<file path="src/rtl/hdmi_video_timing_if.sv">
// -----------------------------------------------------------------------------
// hdmi_video_timing_if
//   Bundles the raster/pixel signals between the HDMI timing generator and
//   its neighbours (upscaler coordinate consumer, TMDS encoder feed).
//
//   Signals:
//     rgb_in      [23:0]  upscaler pixel returned PIPE_LATENCY clocks after hx/hy
//     pattern_sel         colour-bar select (only with HDMI_TIMING_PATTERN_EN)
//     hx, hy      [9:0]   registered raster coordinates
//     frame_start         one-clock pulse while hx==0 && hy==0
//     frame_count [7:0]   completed frames, modulo 256
//     rgb_out     [23:0]  blanked pixel to the encoder
//     de_out              data enable
//     hsync_out           horizontal sync
//     vsync_out           vertical sync
//
//   Modports:
//     master : the timing generator (drives coordinates and the output stream)
//     slave  : the surrounding logic (supplies rgb_in, consumes the rest)
//
//   Optional feature macro: HDMI_TIMING_PATTERN_EN adds pattern_sel.
// -----------------------------------------------------------------------------
interface hdmi_video_timing_if;
    logic [23:0] rgb_in;
`ifdef HDMI_TIMING_PATTERN_EN
    logic        pattern_sel;
`endif
    logic [9:0]  hx;
    logic [9:0]  hy;
    logic        frame_start;
    logic [7:0]  frame_count;
    logic [23:0] rgb_out;
    logic        de_out;
    logic        hsync_out;
    logic        vsync_out;

    modport master (
        input  rgb_in,
`ifdef HDMI_TIMING_PATTERN_EN
        input  pattern_sel,
`endif
        output hx,
        output hy,
        output frame_start,
        output frame_count,
        output rgb_out,
        output de_out,
        output hsync_out,
        output vsync_out
    );

    modport slave (
        output rgb_in,
`ifdef HDMI_TIMING_PATTERN_EN
        output pattern_sel,
`endif
        input  hx,
        input  hy,
        input  frame_start,
        input  frame_count,
        input  rgb_out,
        input  de_out,
        input  hsync_out,
        input  vsync_out
    );
endinterface

</file>
<file path="src/rtl/hdmi_video_timing.sv">
// -----------------------------------------------------------------------------
// hdmi_video_timing
//   Free-running raster generator for the HDMI output path. Issues hx/hy to
//   the upscaler, takes the matching pixel back PIPE_LATENCY clocks later and
//   emits a blanked pixel stream with de/hsync/vsync aligned to it.
//
//   Ports:
//     clk_h  : HDMI pixel clock
//     rst_h  : asynchronous active-high reset
//     vif    : hdmi_video_timing_if.master (rgb_in in; hx, hy, frame_start,
//              frame_count, rgb_out, de_out, hsync_out, vsync_out out)
//
//   Latency: de/hsync/vsync lag the producing hx/hy by PIPE_LATENCY+1 clocks;
//   rgb_out lags rgb_in by one clock.
//
//   Optional feature macro: HDMI_TIMING_PATTERN_EN
//     Adds vif.pattern_sel. When high, active pixels show eight vertical
//     colour bars (white, yellow, cyan, green, magenta, red, blue, black)
//     and rgb_in is ignored.
// -----------------------------------------------------------------------------
module hdmi_video_timing #(
    parameter int OSCREEN_WIDTH  = 720,
    parameter int OSCREEN_HEIGHT = 480,
    parameter int OFRAME_WIDTH   = 858,
    parameter int OFRAME_HEIGHT  = 525,
    parameter int HSYNC_START    = 736,
    parameter int HSYNC_END      = 798,
    parameter int VSYNC_START    = 489,
    parameter int VSYNC_END      = 495,
    parameter int SYNC_POL       = 0,
    parameter int PIPE_LATENCY   = 2
) (
    input  logic                 clk_h,
    input  logic                 rst_h,
    hdmi_video_timing_if.master  vif
);

    localparam logic [9:0] H_LAST      = 10'(OFRAME_WIDTH - 1);
    localparam logic [9:0] V_LAST      = 10'(OFRAME_HEIGHT - 1);
    localparam logic       SYNC_ACTIVE = SYNC_POL[0];
    localparam logic       SYNC_IDLE   = ~SYNC_POL[0];

    // ------------------------------------------------------------------
    // Counter stage
    // ------------------------------------------------------------------
    logic [9:0] hx_reg, hx_next;
    logic [9:0] hy_reg, hy_next;
    logic [7:0] frame_count_reg, frame_count_next;
    logic       frame_start_reg, frame_start_next;
    logic       line_end;
    logic       frame_end;

    always_comb begin
        line_end         = (hx_reg == H_LAST);
        frame_end        = line_end && (hy_reg == V_LAST);
        hx_next          = line_end ? 10'd0 : hx_reg + 10'd1;
        hy_next          = hy_reg;
        if (line_end) begin
            hy_next = (hy_reg == V_LAST) ? 10'd0 : hy_reg + 10'd1;
        end
        frame_count_next = frame_end ? frame_count_reg + 8'd1 : frame_count_reg;
        // Looking at the next state makes the pulse coincide with the
        // registered (0,0) rather than trailing it, and keeps it low while
        // the counters sit at (0,0) under reset.
        frame_start_next = (hx_next == 10'd0) && (hy_next == 10'd0);
    end

    always_ff @(posedge clk_h or posedge rst_h) begin
        if (rst_h) begin
            hx_reg          <= '0;
            hy_reg          <= '0;
            frame_count_reg <= '0;
            frame_start_reg <= 1'b0;
        end else begin
            hx_reg          <= hx_next;
            hy_reg          <= hy_next;
            frame_count_reg <= frame_count_next;
            frame_start_reg <= frame_start_next;
        end
    end

    // ------------------------------------------------------------------
    // Raw timing decode. Compared at 11 bits so an *_END of 1024 works.
    // vs_r only moves when hy does, which is always at hx==0.
    // ------------------------------------------------------------------
    logic [10:0] hx_ext;
    logic [10:0] hy_ext;
    logic        de_r;
    logic        hs_r;
    logic        vs_r;

    always_comb begin
        hx_ext = {1'b0, hx_reg};
        hy_ext = {1'b0, hy_reg};
        de_r   = (hx_ext < 11'(OSCREEN_WIDTH)) && (hy_ext < 11'(OSCREEN_HEIGHT));
        hs_r   = (hx_ext >= 11'(HSYNC_START)) && (hx_ext < 11'(HSYNC_END));
        vs_r   = (hy_ext >= 11'(VSYNC_START)) && (hy_ext < 11'(VSYNC_END));
    end

    // ------------------------------------------------------------------
    // Delay line: holds "active" flags (not pin levels) so clearing to zero
    // means de low and both syncs idle whatever SYNC_POL is.
    // ------------------------------------------------------------------
    logic [PIPE_LATENCY-1:0] de_pipe_reg;
    logic [PIPE_LATENCY-1:0] hs_pipe_reg;
    logic [PIPE_LATENCY-1:0] vs_pipe_reg;
    logic                    de_d;
    logic                    hs_d;
    logic                    vs_d;

    always_ff @(posedge clk_h or posedge rst_h) begin
        if (rst_h) begin
            de_pipe_reg <= '0;
            hs_pipe_reg <= '0;
            vs_pipe_reg <= '0;
        end else begin
            for (int i = PIPE_LATENCY - 1; i > 0; i--) begin
                de_pipe_reg[i] <= de_pipe_reg[i-1];
                hs_pipe_reg[i] <= hs_pipe_reg[i-1];
                vs_pipe_reg[i] <= vs_pipe_reg[i-1];
            end
            de_pipe_reg[0] <= de_r;
            hs_pipe_reg[0] <= hs_r;
            vs_pipe_reg[0] <= vs_r;
        end
    end

    assign de_d = de_pipe_reg[PIPE_LATENCY-1];
    assign hs_d = hs_pipe_reg[PIPE_LATENCY-1];
    assign vs_d = vs_pipe_reg[PIPE_LATENCY-1];

`ifdef HDMI_TIMING_PATTERN_EN
    // ------------------------------------------------------------------
    // Colour bars. hx rides the same pipe so the bar edges line up with de.
    // Bar index = hx_d*8/OSCREEN_WIDTH, built from seven constant threshold
    // compares instead of a divider.
    // ------------------------------------------------------------------
    logic [9:0]  hx_pipe_reg [PIPE_LATENCY];
    logic [9:0]  hx_d;
    logic [12:0] hx_x8;
    logic [6:0]  bar_ge;
    logic [2:0]  bar_idx;
    logic [23:0] bar_rgb;

    always_ff @(posedge clk_h or posedge rst_h) begin
        if (rst_h) begin
            for (int i = 0; i < PIPE_LATENCY; i++) begin
                hx_pipe_reg[i] <= '0;
            end
        end else begin
            for (int i = PIPE_LATENCY - 1; i > 0; i--) begin
                hx_pipe_reg[i] <= hx_pipe_reg[i-1];
            end
            hx_pipe_reg[0] <= hx_reg;
        end
    end

    assign hx_d  = hx_pipe_reg[PIPE_LATENCY-1];
    assign hx_x8 = {hx_d, 3'b000};

    for (genvar gi = 1; gi < 8; gi++) begin : g_bar_edge
        assign bar_ge[gi-1] = (hx_x8 >= 13'(gi * OSCREEN_WIDTH));
    end

    always_comb begin
        bar_idx = 3'd0;
        for (int i = 0; i < 7; i++) begin
            bar_idx = bar_idx + {2'b00, bar_ge[i]};
        end
        // Bar order maps to R = ~idx[1], G = ~idx[2], B = ~idx[0].
        bar_rgb = {{8{~bar_idx[1]}}, {8{~bar_idx[2]}}, {8{~bar_idx[0]}}};
    end
`endif

    // ------------------------------------------------------------------
    // Output register: pixel and all three timing flags move together.
    // ------------------------------------------------------------------
    logic [23:0] rgb_out_reg, rgb_out_next;
    logic        de_out_reg;
    logic        hsync_out_reg, hsync_out_next;
    logic        vsync_out_reg, vsync_out_next;

    always_comb begin
        rgb_out_next = de_d ? vif.rgb_in : 24'h0;
`ifdef HDMI_TIMING_PATTERN_EN
        if (de_d && vif.pattern_sel) begin
            rgb_out_next = bar_rgb;
        end
`endif
        hsync_out_next = hs_d ? SYNC_ACTIVE : SYNC_IDLE;
        vsync_out_next = vs_d ? SYNC_ACTIVE : SYNC_IDLE;
    end

    always_ff @(posedge clk_h or posedge rst_h) begin
        if (rst_h) begin
            rgb_out_reg   <= '0;
            de_out_reg    <= 1'b0;
            hsync_out_reg <= SYNC_IDLE;
            vsync_out_reg <= SYNC_IDLE;
        end else begin
            rgb_out_reg   <= rgb_out_next;
            de_out_reg    <= de_d;
            hsync_out_reg <= hsync_out_next;
            vsync_out_reg <= vsync_out_next;
        end
    end

    assign vif.hx          = hx_reg;
    assign vif.hy          = hy_reg;
    assign vif.frame_start = frame_start_reg;
    assign vif.frame_count = frame_count_reg;
    assign vif.rgb_out     = rgb_out_reg;
    assign vif.de_out      = de_out_reg;
    assign vif.hsync_out   = hsync_out_reg;
    assign vif.vsync_out   = vsync_out_reg;

endmodule

</file>
<file path="src/flat_wrapper.sv">
// flat-port wrapper written by rule: the top's interface ports become plain ports
module hdmi_video_timing_flat 
#(
    parameter int OSCREEN_WIDTH  = 720,
    parameter int OSCREEN_HEIGHT = 480,
    parameter int OFRAME_WIDTH   = 858,
    parameter int OFRAME_HEIGHT  = 525,
    parameter int HSYNC_START    = 736,
    parameter int HSYNC_END      = 798,
    parameter int VSYNC_START    = 489,
    parameter int VSYNC_END      = 495,
    parameter int SYNC_POL       = 0,
    parameter int PIPE_LATENCY   = 2
)
  (clk_h, rst_h, vif_rgb_in, vif_hx, vif_hy, vif_frame_start, vif_frame_count, vif_rgb_out, vif_de_out, vif_hsync_out, vif_vsync_out);
  hdmi_video_timing_if vif_i ();
  input  logic clk_h;
  input  logic rst_h;
  input wire logic [$bits(vif_i.rgb_in)-1:0] vif_rgb_in;
  output wire logic [$bits(vif_i.hx)-1:0] vif_hx;
  output wire logic [$bits(vif_i.hy)-1:0] vif_hy;
  output wire logic [$bits(vif_i.frame_start)-1:0] vif_frame_start;
  output wire logic [$bits(vif_i.frame_count)-1:0] vif_frame_count;
  output wire logic [$bits(vif_i.rgb_out)-1:0] vif_rgb_out;
  output wire logic [$bits(vif_i.de_out)-1:0] vif_de_out;
  output wire logic [$bits(vif_i.hsync_out)-1:0] vif_hsync_out;
  output wire logic [$bits(vif_i.vsync_out)-1:0] vif_vsync_out;
  assign vif_i.rgb_in = vif_rgb_in;
  assign vif_hx = vif_i.hx;
  assign vif_hy = vif_i.hy;
  assign vif_frame_start = vif_i.frame_start;
  assign vif_frame_count = vif_i.frame_count;
  assign vif_rgb_out = vif_i.rgb_out;
  assign vif_de_out = vif_i.de_out;
  assign vif_hsync_out = vif_i.hsync_out;
  assign vif_vsync_out = vif_i.vsync_out;
  hdmi_video_timing #(.OSCREEN_WIDTH(OSCREEN_WIDTH), .OSCREEN_HEIGHT(OSCREEN_HEIGHT), .OFRAME_WIDTH(OFRAME_WIDTH), .OFRAME_HEIGHT(OFRAME_HEIGHT), .HSYNC_START(HSYNC_START), .HSYNC_END(HSYNC_END), .VSYNC_START(VSYNC_START), .VSYNC_END(VSYNC_END), .SYNC_POL(SYNC_POL), .PIPE_LATENCY(PIPE_LATENCY)) u_core (.clk_h(clk_h), .rst_h(rst_h), .vif(vif_i));
endmodule
</file>
<file path="config.mk">
export PLATFORM = sky130hd
export DESIGN_NAME = hdmi_video_timing_flat
export DESIGN_NICKNAME = d
export VERILOG_FILES = /design/src/rtl/hdmi_video_timing_if.sv /design/src/rtl/hdmi_video_timing.sv /design/src/flat_wrapper.sv
export SDC_FILE = /design/constraint.sdc
export NUM_CORES = 1
export LEC_CHECK = 0
export ABC_AREA = 0
export BUFFER_PORTS_ARGS = -buffer_cell sky130_fd_sc_hd__buf_2
export CAP_MARGIN = 10
export CORE_AREA = 2 2 63 94
export DETAILED_ROUTE_END_ITERATION = 6
export DIE_AREA = 0 0 65 96
export PLACE_DENSITY_LB_ADDON = 0.05
export RECOVER_POWER = 50
export SLEW_MARGIN = 30
export SYNTH_ARGS = -nofsm -noshare
export SYNTH_HDL_FRONTEND = slang
export SYNTH_SLANG_ARGS = --single-unit
</file>
<file path="constraint.sdc">
create_clock -name clk_h -period 2.7 [get_ports clk_h]
set_clock_uncertainty 0.05 [all_clocks]
set_input_delay 0 -clock clk_h [delete_from_list [all_inputs] [get_ports clk_h]]
set_output_delay 0 -clock clk_h [all_outputs]
set_load 0.01 [all_outputs]
</file>
Yosys cells after proc, flatten, opt, wreduce, memory -nomap -nowiden
Index checks and enable logic that the tools add are counted.
{"block": "word_totals", "regBits": 62, "inputBits": 26}
{"block": "op_classes", "add_sub_neg": 3, "order_cmp": 6, "eq_ne": 2, "mux": 6, "n_reduce_logical": 7}
{"cell": "10-bit two-way mux", "n": 3}
{"cell": "24-bit two-way mux", "n": 1}
{"cell": "10-bit by 1-bit adder with 10-bit output (second input constant)", "n": 2}
{"cell": "10-bit == test (second input constant)", "n": 2}
{"cell": "10-bit logical NOT", "n": 2}
{"cell": "10-bit < comparator (second input constant)", "n": 2}
{"cell": "10-bit by 9-bit < comparator with 1-bit output (second input constant)", "n": 2}
{"cell": "10-bit greater-or-equal comparator (second input constant)", "n": 1}
{"cell": "10-bit by 9-bit greater-or-equal comparator with 1-bit output (second input constant)", "n": 1}
{"cell": "8-bit by 1-bit adder with 8-bit output (second input constant)", "n": 1}
{"cell": "1-bit logical AND", "n": 5}
{"cell": "1-bit two-way mux", "n": 2}

Logic depth before layout (Yosys ltp)
{"block": "depth", "depth_word": 5, "ltp_mapped": 8, "depth_no_buf": 8}

Worst setup path before layout
No wires, ideal clock.
{"block": "synth_timing", "path_kind": "register -> register", "from": "register u_core.hx_reg[5], in the netlist u_core.vif.hx[5]", "to": "register u_core.frame_count_reg[1], in the netlist u_core.vif.frame_count[1]", "setup_time_ps": 128, "t_arrival_ps": 2015, "setup_slack_ps": 507, "stages_incl_launch_ff": 7, "path_buffers": 2, "synth_period_minus_slack_ps": 2193, "path_cell_list": "dfrtp_1 > buf_6 > or3b_4 > or3_1 > nor2_1 > buf_2 > mux2_1"}
{"block": "synth_between", "elab_chain_cells": 2}
{"item": "from (decl)", "line_no": "hdmi_video_timing.sv:46", "rtl": "logic [9:0] hx_reg, hx_next;"}
{"item": "from (signal assigned)", "line_no": "hdmi_video_timing.sv:75", "rtl": "hx_reg <= hx_next;"}
{"item": "10-bit == test", "line_no": "hdmi_video_timing.sv:54", "rtl": "line_end = (hx_reg == H_LAST);"}
{"item": "1-bit logical AND", "line_no": "hdmi_video_timing.sv:55", "rtl": "frame_end = line_end && (hy_reg == V_LAST);"}
{"item": "to (signal assigned)", "line_no": "hdmi_video_timing.sv:77", "rtl": "frame_count_reg <= frame_count_next;"}
{"item": "to (decl)", "line_no": "hdmi_video_timing.sv:48", "rtl": "logic [7:0] frame_count_reg, frame_count_next;"}
Every way passes these cells.
A chain may end at the register's enable or synchronous reset.

Worst setup path in the final report
{"block": "layout_timing", "from": "register u_core.hx_reg[5], in the netlist u_core.vif.hx[5]", "to": "register u_core.frame_count_reg[7], in the netlist u_core.vif.frame_count[7]"}
The elaborated chain is that of the path after synthesis.

==> summary.md <==
| Metric | Value |
|---|---|
| Result of the run | finished, violations left |
| Violated checks | capacitance limit, slew limit |
| Synthesized netlist cell count | 235 |
| Synthesis warning total | 0 |
| I/O Buffers | 81 |
| Number of max-capacitance violations reported | 1 |
| # setup viols final | 0 |
| ANT cells | 0 |
| Wire length of the first global-routing pass | around 10000 µm |
| Worst-margin pin slew | 1.50 ns |
| Most numerous cell in the Yosys netlist | sky130_fd_sc_hd__dfrtp_1 |
| Leftover overflow at the end of global routing | 0 |
| GRT Resource Usage Total | 22.5% |
| Library cell with the largest summed area after synthesis | sky130_fd_sc_hd__dfrtp_1 |
| Number of top-level design ports | 82 |
| Floorplan Core Area | 0.00541 mm² |
| Final critical-path share of the clock period | between 80% and 90% |
| Die height | about 96 µm |
| Length of the first detailed-routing pass in iterations | 4 |
| DR WL/cell | roughly 15 µm |
| Via count of the first global-routing pass | 2152 |
| Worst endpoint data arrival time | between 2 and 3 ns |
| Initial core utilization | about half |
| Setup Crit Path Kind | reg -> reg |
| Launching element type of the critical path | register |
| Part of the Yosys area used for sequential elements | about three fifths |
| Number of vias per cell | about 5.1 |
| Net count reported at finish | 377 |
| CTS tree | done |
| Flip-flop count of the largest register, all copies and words added | 24 |
| Total Negative Setup Slacks | 0 ns |
| Asr flop ratio synth | 100% |
| Clock net sink count | between 60 and 70 |
| Most numerous cell types in the synthesized netlist | sky130_fd_sc_hd__dfrtp_1, sky130_fd_sc_hd__and2_1, sky130_fd_sc_hd__nor2_1, sky130_fd_sc_hd__xnor2_1, sky130_fd_sc_hd__nand2_1 |
| Min cycle time layout | between 2 and 2.5 ns |
| Share of cells above drive strength 1 | about a quarter |
| Number of clock buffers inserted by TritonCTS | 9 |
| Mean Syn Cell Area | between 10 and 15 µm² |
| Clock-pin slew on the worst setup and hold paths | approximately 0.070 ns |
| Power Density | 547 mW/mm² |
| Setup repair bufs after CTS | 0 |
| Residual DRC count | 0 |
| Total count of hold-check failures in the final report | 0 |
| Pin count of the biggest net entering global routing | 63 |
| CTS H-Tree Depth | 3 |
| Area growth, synth to finish | 33.9% |
| Number of buffers inserted by hold repair at cts | 25 |
| DRC marker count from the first detailed-route iteration | 123 |
| Horizontal die dimension | between 60 and 70 µm |
| Cells resized by post-CTS repair | 0 |
| Most used DFF post-synth | sky130_fd_sc_hd__dfrtp_1 |
| Portion of synthesized cell area occupied by the leading cell type | a little under three fifths |
| Site row count | 33 |
| Die area | 0.00624 mm² |
| Total wirelength of the detailed-routed design | 6400 µm |
| Number of distinct library cells after synthesis | 43 |
| Nature of the critical path endpoint | register |
| Synthesized cell area | 0.00267 mm² |
| Number of enable-type register cells in the synthesized netlist | 0 |
| Net count of the mapped netlist | 268 |
| Source-to-sink clock delay at the later pin of the worst-skew pair | 0.34 ns |
| Unrepaired setup endpoints after global routing | false |
| Clock tree root driver cell | sky130_fd_sc_hd__clkbuf_8 |
| Count of vias placed by the detailed router | approximately 2.1k |
| Maximum count of clock buffers along a single path | 2 |
| Final antenna-violating net count | 0 |
| Slew HR | -0.0490% |
| Weighted congestion at the end of routability-driven global placement | about 0.83 |
| Total power after layout | slightly below 2000 µW |
| Top post-synthesis cells by area | sky130_fd_sc_hd__dfrtp_1, sky130_fd_sc_hd__and2_1, sky130_fd_sc_hd__xnor2_1, sky130_fd_sc_hd__ha_1, sky130_fd_sc_hd__xor2_1 |
| Path class of the lowest-slack min-delay path | reg -> reg |
| Peak Freq | 431 MHz |
| Worst IR Drop VDD | 253 µV |
| Detailed Place HPWL | around 4000 µm |
| Data required time at the worst endpoint | ~2.9 ns |
| Initial antenna violation count | 0 |
| Leakage Power | 0.00169 µW |
| Max-slew violation count | between 60 and 70 |
| Synthesized flop and latch total | 62 |
| Max FO, Critical Path | 12 |
per-layer routing:
metal  routed length, µm  share of wire, %  GRT usage [%]
met1                2480                39           25.3
met2                3430                54           39.1
met3                 348               5.4           5.50
met4                 143               2.2           12.2
met5                   0                 0              0
path summary, 6_finish.rpt:
path	startpoint	to	slack, ns	cells past startpoint
min in group asynchronous	rst_h	u_core.vif.rgb_out[8]	0.72	4
worst max-delay path	u_core.vif.hx[5]	u_core.vif.frame_count[7]	0.38	7
worst max register to register	u_core.vif.hx[5]	u_core.vif.frame_count[7]	0.38	7
worst min register to register	u_core.de_pipe_reg[0]	u_core.de_pipe_reg[1]	0.30	0
max in group asynchronous	rst_h	u_core.vif.hx[8]	1.00	4
worst min-delay path	u_core.de_pipe_reg[0]	u_core.de_pipe_reg[1]	0.30	0
worst max-delay path, cell delays in order, from the launching register on:
cell                      delay (ns)
sky130_fd_sc_hd__dfrtp_1        0.48
sky130_fd_sc_hd__or3b_4         0.46
sky130_fd_sc_hd__or3_1          0.42
sky130_fd_sc_hd__nor2_1         0.11
sky130_fd_sc_hd__buf_4          0.19
sky130_fd_sc_hd__and3_1         0.22
sky130_fd_sc_hd__nand4_1        0.13
sky130_fd_sc_hd__xnor2_1        0.15
report_power, final:
part           internal (µW)  switching (µW)
clock network            522             378
registers                947            4.93
logic                   53.3            49.4
total                   1520             432
cell usage in the layout, fill, tap and decap left out, drive strengths merged, types with 2 or more instances in the layout:
cell type	instances
ha	7
clkinv	2
and2	28
nor2	20
and3	4
nor4	4
and4	2
nand4	7
or3	2
clkinvlp	2
buf	60
nand2	15
inv	9
dfrtp	60
nand3	10
a21oi	2
clkbuf	33
dlygate4sd3	25
bufinv	2
xnor2	16
dfstp	2
o21ai	6
nor3	3
and3b	2
xor2	9
cells by family after synthesis:
family | Yosys count | synth area share, %
AOI/OAI and AO/OA | 18 | 4.60
xor gates and xnor gates | 25 | 8.20
adders and majority gates | 7 | 3.28
buffers and inverters | 19 | 3.00
DFF | 62 | 58.2
muxes | 2 | 0.797
and+or+nand+nor | 102 | 21.9
through the flow:
step | util (%) | area, µm² | setup WS, ns | cells | hold slack, ns
after floorplan | - | 2670 | 0.507 | 235 | 0.0842
after global placement | 58.2 | 3150 | 0.442 | 378 | 0.0404
after detailed placement | 58.2 | 3150 | 0.380 | 378 | 0.0428
after CTS | 66.9 | 3620 | 0.363 | 419 | 0.224
after global routing | 66.1 | 3570 | 0.190 | 419 | 0.309
final | 66.1 | 3570 | 0.378 | 419 | 0.298
final cells by class:
cell class	instances	area, µm²
Multi-Input combinational cell	154	1030
Timing Repair Buffer	109	647
Inverter	8	30.0
Sequential cell	62	1550
Tap cell	70	87.6
Clock inverter	7	97.6
Clock buffer	9	124
Fill cell	458	1830
Note: power is estimated with default switching activity, not from simulation.
